`config.mk`:
```
export PLATFORM = sky130hd
export DESIGN_NAME = alu_arbiter
export DESIGN_NICKNAME = d
export VERILOG_FILES = /design/src/rtl/alu_arbiter.sv
export SDC_FILE = /design/constraint.sdc
export NUM_CORES = 1
export LEC_CHECK = 0
export BUFFER_PORTS_ARGS = -buffer_cell sky130_fd_sc_hd__buf_2
export CAP_MARGIN = 20
export CORE_UTILIZATION = 43
export CTS_BUF_LIST = sky130_fd_sc_hd__clkbuf_2 sky130_fd_sc_hd__clkbuf_4 sky130_fd_sc_hd__clkbuf_8
export DETAILED_ROUTE_END_ITERATION = 12
export MAX_ROUTING_LAYER = met4
export PLACE_DENSITY = 0.79
export REMOVE_ABC_BUFFERS = 1
export SYNTH_ARGS = -nofsm -noshare
export SYNTH_HDL_FRONTEND = slang
export SYNTH_SLANG_ARGS = --single-unit
export TNS_END_PERCENT = 1
```
`constraint.sdc`:
```
create_clock -name clk -period 1.32 [get_ports clk]
set_input_delay 0.33 -clock clk [delete_from_list [all_inputs] [get_ports clk]]
set_output_delay 0.33 -clock clk [all_outputs]
set_load 0.05 [all_outputs]
```
`src/rtl/alu_arbiter.sv`:
```
// Round-robin arbiter that shares one registered ALU between two requesters.
// Each operation is granted, held for the ALU latency, then captured and returned with a done pulse.
module alu_arbiter #(
    parameter int WIDTH   = 4,
    parameter int OPW     = 4,
    parameter int ALU_LAT = 1
) (
    input  logic             clk,
    input  logic             rst,
    input  logic             req0,
    input  logic [WIDTH-1:0] a0,
    input  logic [WIDTH-1:0] b0,
    input  logic [OPW-1:0]   op0,
    input  logic             req1,
    input  logic [WIDTH-1:0] a1,
    input  logic [WIDTH-1:0] b1,
    input  logic [OPW-1:0]   op1,
    output logic             done0,
    output logic             done1,
    output logic [WIDTH-1:0] result,
    output logic             busy,
    output logic             gnt_id,
    output logic [WIDTH-1:0] alu_a,
    output logic [WIDTH-1:0] alu_b,
    output logic [OPW-1:0]   alu_instr,
    input  logic [WIDTH-1:0] alu_out
);

    typedef enum logic [1:0] {
        IDLE,
        WAIT,
        CAPT
    } state_t;

    state_t           state, state_n;
    logic [2:0]       cnt, cnt_n;
    logic             last, last_n;
    logic             pick;
    logic             done0_n, done1_n, busy_n, gnt_n;
    logic [WIDTH-1:0] result_n, alu_a_n, alu_b_n;
    logic [OPW-1:0]   alu_instr_n;

    always_ff @(posedge clk) begin
        if (rst) begin
            state     <= IDLE;
            cnt       <= '0;
            last      <= 1'b1;
            done0     <= 1'b0;
            done1     <= 1'b0;
            result    <= '0;
            busy      <= 1'b0;
            gnt_id    <= 1'b0;
            alu_a     <= '0;
            alu_b     <= '0;
            alu_instr <= '0;
        end else begin
            state     <= state_n;
            cnt       <= cnt_n;
            last      <= last_n;
            done0     <= done0_n;
            done1     <= done1_n;
            result    <= result_n;
            busy      <= busy_n;
            gnt_id    <= gnt_n;
            alu_a     <= alu_a_n;
            alu_b     <= alu_b_n;
            alu_instr <= alu_instr_n;
        end
    end

    always_comb begin
        state_n     = state;
        cnt_n       = cnt;
        last_n      = last;
        done0_n     = 1'b0;
        done1_n     = 1'b0;
        result_n    = result;
        busy_n      = busy;
        gnt_n       = gnt_id;
        alu_a_n     = alu_a;
        alu_b_n     = alu_b;
        alu_instr_n = alu_instr;
        // Contention goes to whoever was not served last; a lone request wins outright.
        pick        = (req0 && req1) ? ~last : req1;

        case (state)
            IDLE: begin
                if (req0 || req1) begin
                    gnt_n       = pick;
                    last_n      = pick;
                    busy_n      = 1'b1;
                    alu_a_n     = pick ? a1 : a0;
                    alu_b_n     = pick ? b1 : b0;
                    alu_instr_n = pick ? op1 : op0;
                    cnt_n       = 3'(ALU_LAT - 1);
                    state_n     = WAIT;
                end
            end
            WAIT: begin
                if (cnt == '0) begin
                    state_n = CAPT;
                end else begin
                    cnt_n = cnt - 3'd1;
                end
            end
            CAPT: begin
                result_n = alu_out;
                done0_n  = ~gnt_id;
                done1_n  = gnt_id;
                busy_n   = 1'b0;
                state_n  = IDLE;
            end
            default: state_n = IDLE;
        endcase
    end

endmodule

```
## Yosys cells after proc, flatten, opt, wreduce, memory -nomap -nowiden

Index checks and enable logic that the tools add are counted.

| storage, ports and cells | value |
|---|---|
| register bits after elaboration | 26 |
| input bits | 32 |
| logic and storage cells | 43 |
| output and inout port bits | 20 |

| cells by class | value |
|---|---|
| reduce and logical (&&, ||, !) cells | 11 |
| add/sub/neg operators | 1 |
| eq/ne operators | 5 |
| mux-type cells | 12 |
| bitwise logic cells | 3 |

Operators by type and width:

| kind | number |
|---|---|
| 2-to-1 mux 4 bit | 3 |
| 2-to-1 mux 3 bit | 2 |
| inequality test 2 bit (second input constant) | 3 |
| one-hot mux 3 bit (2 select lines) | 1 |
| AND reduction 2 bit | 3 |
| 2-to-1 mux 2 bit | 2 |
| one-hot mux 2 bit (2 select lines) | 1 |
| nonzero test 2 bit | 2 |
| zero test 3 bit | 1 |
| inverter 1 bit | 3 |
| AND reduction 3 bit | 1 |
| subtractor 3 x 1 -> 3 bit (second input constant) | 1 |
| equality test 2 x 1 -> 1 bit (second input constant) | 1 |
| equality test 2 bit (second input constant) | 1 |
| zero test 2 bit | 1 |
| 2-to-1 mux 1 bit | 2 |
| one-hot mux 1 bit (2 select lines) | 1 |
| OR reduction 2 bit | 1 |
| logical AND 1 bit | 1 |
| logical OR 1 bit | 1 |

## Longest topological paths before layout

| logic depth | value |
|---|---|
| word-level depth | 3 |
| mapped depth | 5 |
| gate-level depth less buffers | 5 |

## Worst setup path before layout

Ideal clock, no wire load.

| path | value |
|---|---|
| path type | register to register |
| from | register cnt[0] |
| to | register cnt[2] |
| stages on the path, launching flop included | 6 |
| required time | 1.248 ns |
| clock period less this slack | 1.373 ns |
| buffers on the path | 0 |
| path slack | -0.053 ns |
| arrival | 1.301 ns |
| path through | dfxtp_1 inv_1 ha_1 nor2b_1 a2111oi_2 mux2i_1 |

| on the way | value |
|---|---|
| cells in the longest elaborated chain, start to end | 3 |
| elaborated cells between the ends (all ways) | 6 |
| classes of those cells | 1 x add/sub; 1 x eq/ne; 2 x mux; 2 x reduce/logical |

RTL lines:

| element | line | RTL |
|---|---|---|
| from (decl) | 36 | `logic [2:0] cnt, cnt_n;` |
| from (signal assigned) | 58 | `cnt <= cnt_n;` |
| subtractor 3 x 1 -> 3 bit or zero test 3 bit (tied branches) | 103, 100 |  |
| 2-to-1 mux 3 bit or inequality test 2 bit (tied branches) | -- |  |
| one-hot mux 3 bit (2 select lines) or AND reduction 3 bit (tied branches) | -- |  |

Several ways; a longest one is shown, not always the timed one. The select of a mux whose other input is x is not followed.
A chain may end at the register's enable or synchronous reset.

## Worst setup path in the final report

Same ends and word-level chain as after synthesis.

==> run summary <==
Synth Register Bits: 26
CP Class: flop to flop
Clk_lat worst skew: 320 ps
Achievable Freq: 0.753 GHz
CTS max path bufs: 2
DP Area: 1460 um2
Hold Vio Cnt, Final: 0
Final WS setup: -7.76 ps
Residual DRC count: 0
Final instance area: 1540 um2
Sw frac: 39.0%
CP Max Fanout: 7
Routed Antenna Nets: 0
Final nets: 201
Share of the synthesized area in the top cell type: 47.2%
Actual slew at the worst max-slew pin: 350 ps
Switch Pwr: 0.901 mW
Die Y: 52.7 um
Non-Filler Instances: 194
Router iterations before antenna repair: 4
Synth area leader: dfxtp_1
Pwr per Cell Area: 1500 nW/um2
EDFF count, synth: 0
Dpl hpwl: 1.99 mm
Htree depth: 1
Syn Area/Cell: 10.4 um2
Sequential fraction of the synthesis area: 47.2%
Synth Flop Type: dfxtp_1
Tot GR Track Use: 21.1%
RSZ-0062 raised after global routing: yes
Num Clock Sinks: 26
Min-delay worst type: primary input to flop
Largest net degree at the start of global routing: 15
Core region area: 2320 um2
GP Congestion: 0.841
Period utilisation layout: 101%
Inst Count DP: 190
Vias in the first global route: 981
Routed WL: 2.68 mm
Netlist cell types: 29
Slew HR: 76.6%
Crit path DAT: 1580 ps
Clock Tree Root: clkbuf_4
Main area contributors after synthesis: dfxtp_1 47%, mux2i_1 12%, o2bb2ai_1 9.5%
CTS tree: yes
Skew final: 4.88 ps
Result of the run: finished with violations
Dpl ws: -124 ps
Vias: 1,035
Shortest period the worst path allows: 1330 ps
Die area: 2770 um2
Buffers inserted by post-CTS timing repair: 0
Antenna cells: 0
DRT iter0 DRCs: 13
Total grt overflow: 0
Buffers on Ports: 51
Clock group share of total power: 17.4%
Cell Area, Synth: 1100 um2
CTS Buf Count: 3
Final core occ: 66.4%
First-pass GRT wire length: 4.19 mm
Syn Inst Count: 106
Io pins: 52
Initial Util: 47.6%
Vias per cell: 5.34
Initial antenna violation count: 0
FFs w/ async S/R, synth: 0%
VDD IR max: 0.888 mV
Die width: 52.7 um
Clock slew at reported path FFs: 140 ps
Comb pwr share: 39.0%
WL/cell: 13.8 um
Yosys warnings: 0
Rows: 17
Final setup vio count: 1
Violated checks: setup timing
P_leak: 0.715 nW
Slew Viols, Final: 0
Layout cells sized above 1: 48.2%
Area Overhead vs Synth: 39.6%
Startpoint types: flop
Number of max-cap violations: 0
Cell-internal power: 1.41 mW
CP Capture Type: flop
Post-Route Setup TNS: -7.76 ps
Crit path required time: 1570 ps
Sequential group share of total power: 43.7%
## path summary, 6_finish.rpt
| kind | start | endpoint | slack (ps) | cells after the start |
|---|---|---|---|---|
| worst min register to register | gnt_id$_SDFFE_PP0P_ | done0$_SDFF_PP0_ | 450 | 1 |
| worst max register to register | cnt[0]$_SDFFE_PP0P_ | cnt[2]$_SDFFE_PP0P_ | -8 | 5 |
| worst min-delay path | alu_out[1] | result[1]$_SDFFE_PP0P_ | 230 | 3 |
| worst max-delay path | cnt[0]$_SDFFE_PP0P_ | cnt[2]$_SDFFE_PP0P_ | -8 | 5 |
## kinds of logic after synthesis
kind of cell / after synthesis / share of synthesized area, %
simple gates: 27 / 12.2
compound gates: 30 / 22.3
flops: 26 / 47.2
mux: 13 / 11.8
fa+ha+maj: 2 / 2.27
buf+inv: 8 / 4.19
## stage by stage
step	hold WS, ps	total power [mW]
2_1_floorplan	399	1.57
3_3_place_gp	439	1.81
3_5_place_dp	447	1.84
4_1_cts	223	2.29
5_1_grt	244	2.42
6_report	232	2.31
## area by class of cell
type / instances / area [um2]
fill: 200 / 778
multi-input combinational: 72 / 572
sequential: 26 / 527
timing repair buffer: 60 / 355
clock buffer: 4 / 36.3
tap: 28 / 35.0
inverter: 4 / 15.0
## layout by cell type (no fill, tap or decap), types with 3 or more instances in the layout
master	n
inv_1	3
clkbuf_4	5
o2bb2ai_1	12
a21oi_1	6
nand2_1	9
nor2_1	4
buf_4	8
buf_2	48
dfxtp_1	21
mux2i_1	13
dfxtp_2	5
## critical path: stages (launching register included)
cell	delay [ps]
dfxtp_2	350
inv_1	50
ha_2	170
nor2b_4	150
a2111oi_4	320
mux2i_1	220
## Yosys cell counts (all sizes together), types with 3 or more instances
| cell type | n |
|---|---|
| dfxtp | 26 |
| mux2i | 13 |
| o2bb2ai | 12 |
| nand2 | 10 |
| a21oi | 8 |
| inv | 4 |
| nor2 | 4 |
| buf | 3 |
| nor3 | 3 |
## metal layers
metal / track usage [%] / share of wire, %
met5: - / 0
met4: 6.58 / 0.60
met3: 3.48 / 3.3
met2: 36.3 / 53
met1: 25.0 / 43
## sequential cells by signal, indices dropped and copies added, names as in the netlist
| register | cells |
|---|---|
| gnt_id | 1 |
| cnt | 3 |
| done0 | 1 |
| alu_a | 4 |
| alu_instr | 4 |
| state | 2 |
| busy | 1 |
| alu_b | 4 |
| done1 | 1 |
| result | 4 |
| last | 1 |
## repair_timing
action	CTS	global route
pin swaps	1	1
endpoints found under the setup margin	6	19
gates resized for setup	8	9
hold buffers	0	0
hold endpoints to repair	0	0
## power groups by stage
stage / sequential (mW) / combinational (mW) / clock (mW)
floorplan: 1.27 / 0.299 / 0
global placement: 0.993 / 0.814 / 0
detailed placement: 1.00 / 0.834 / 0
CTS: 1.00 / 0.882 / 0.407
global route: 1.02 / 0.967 / 0.431
finish: 1.01 / 0.899 / 0.401
Power figures use the tool's default switching activity.
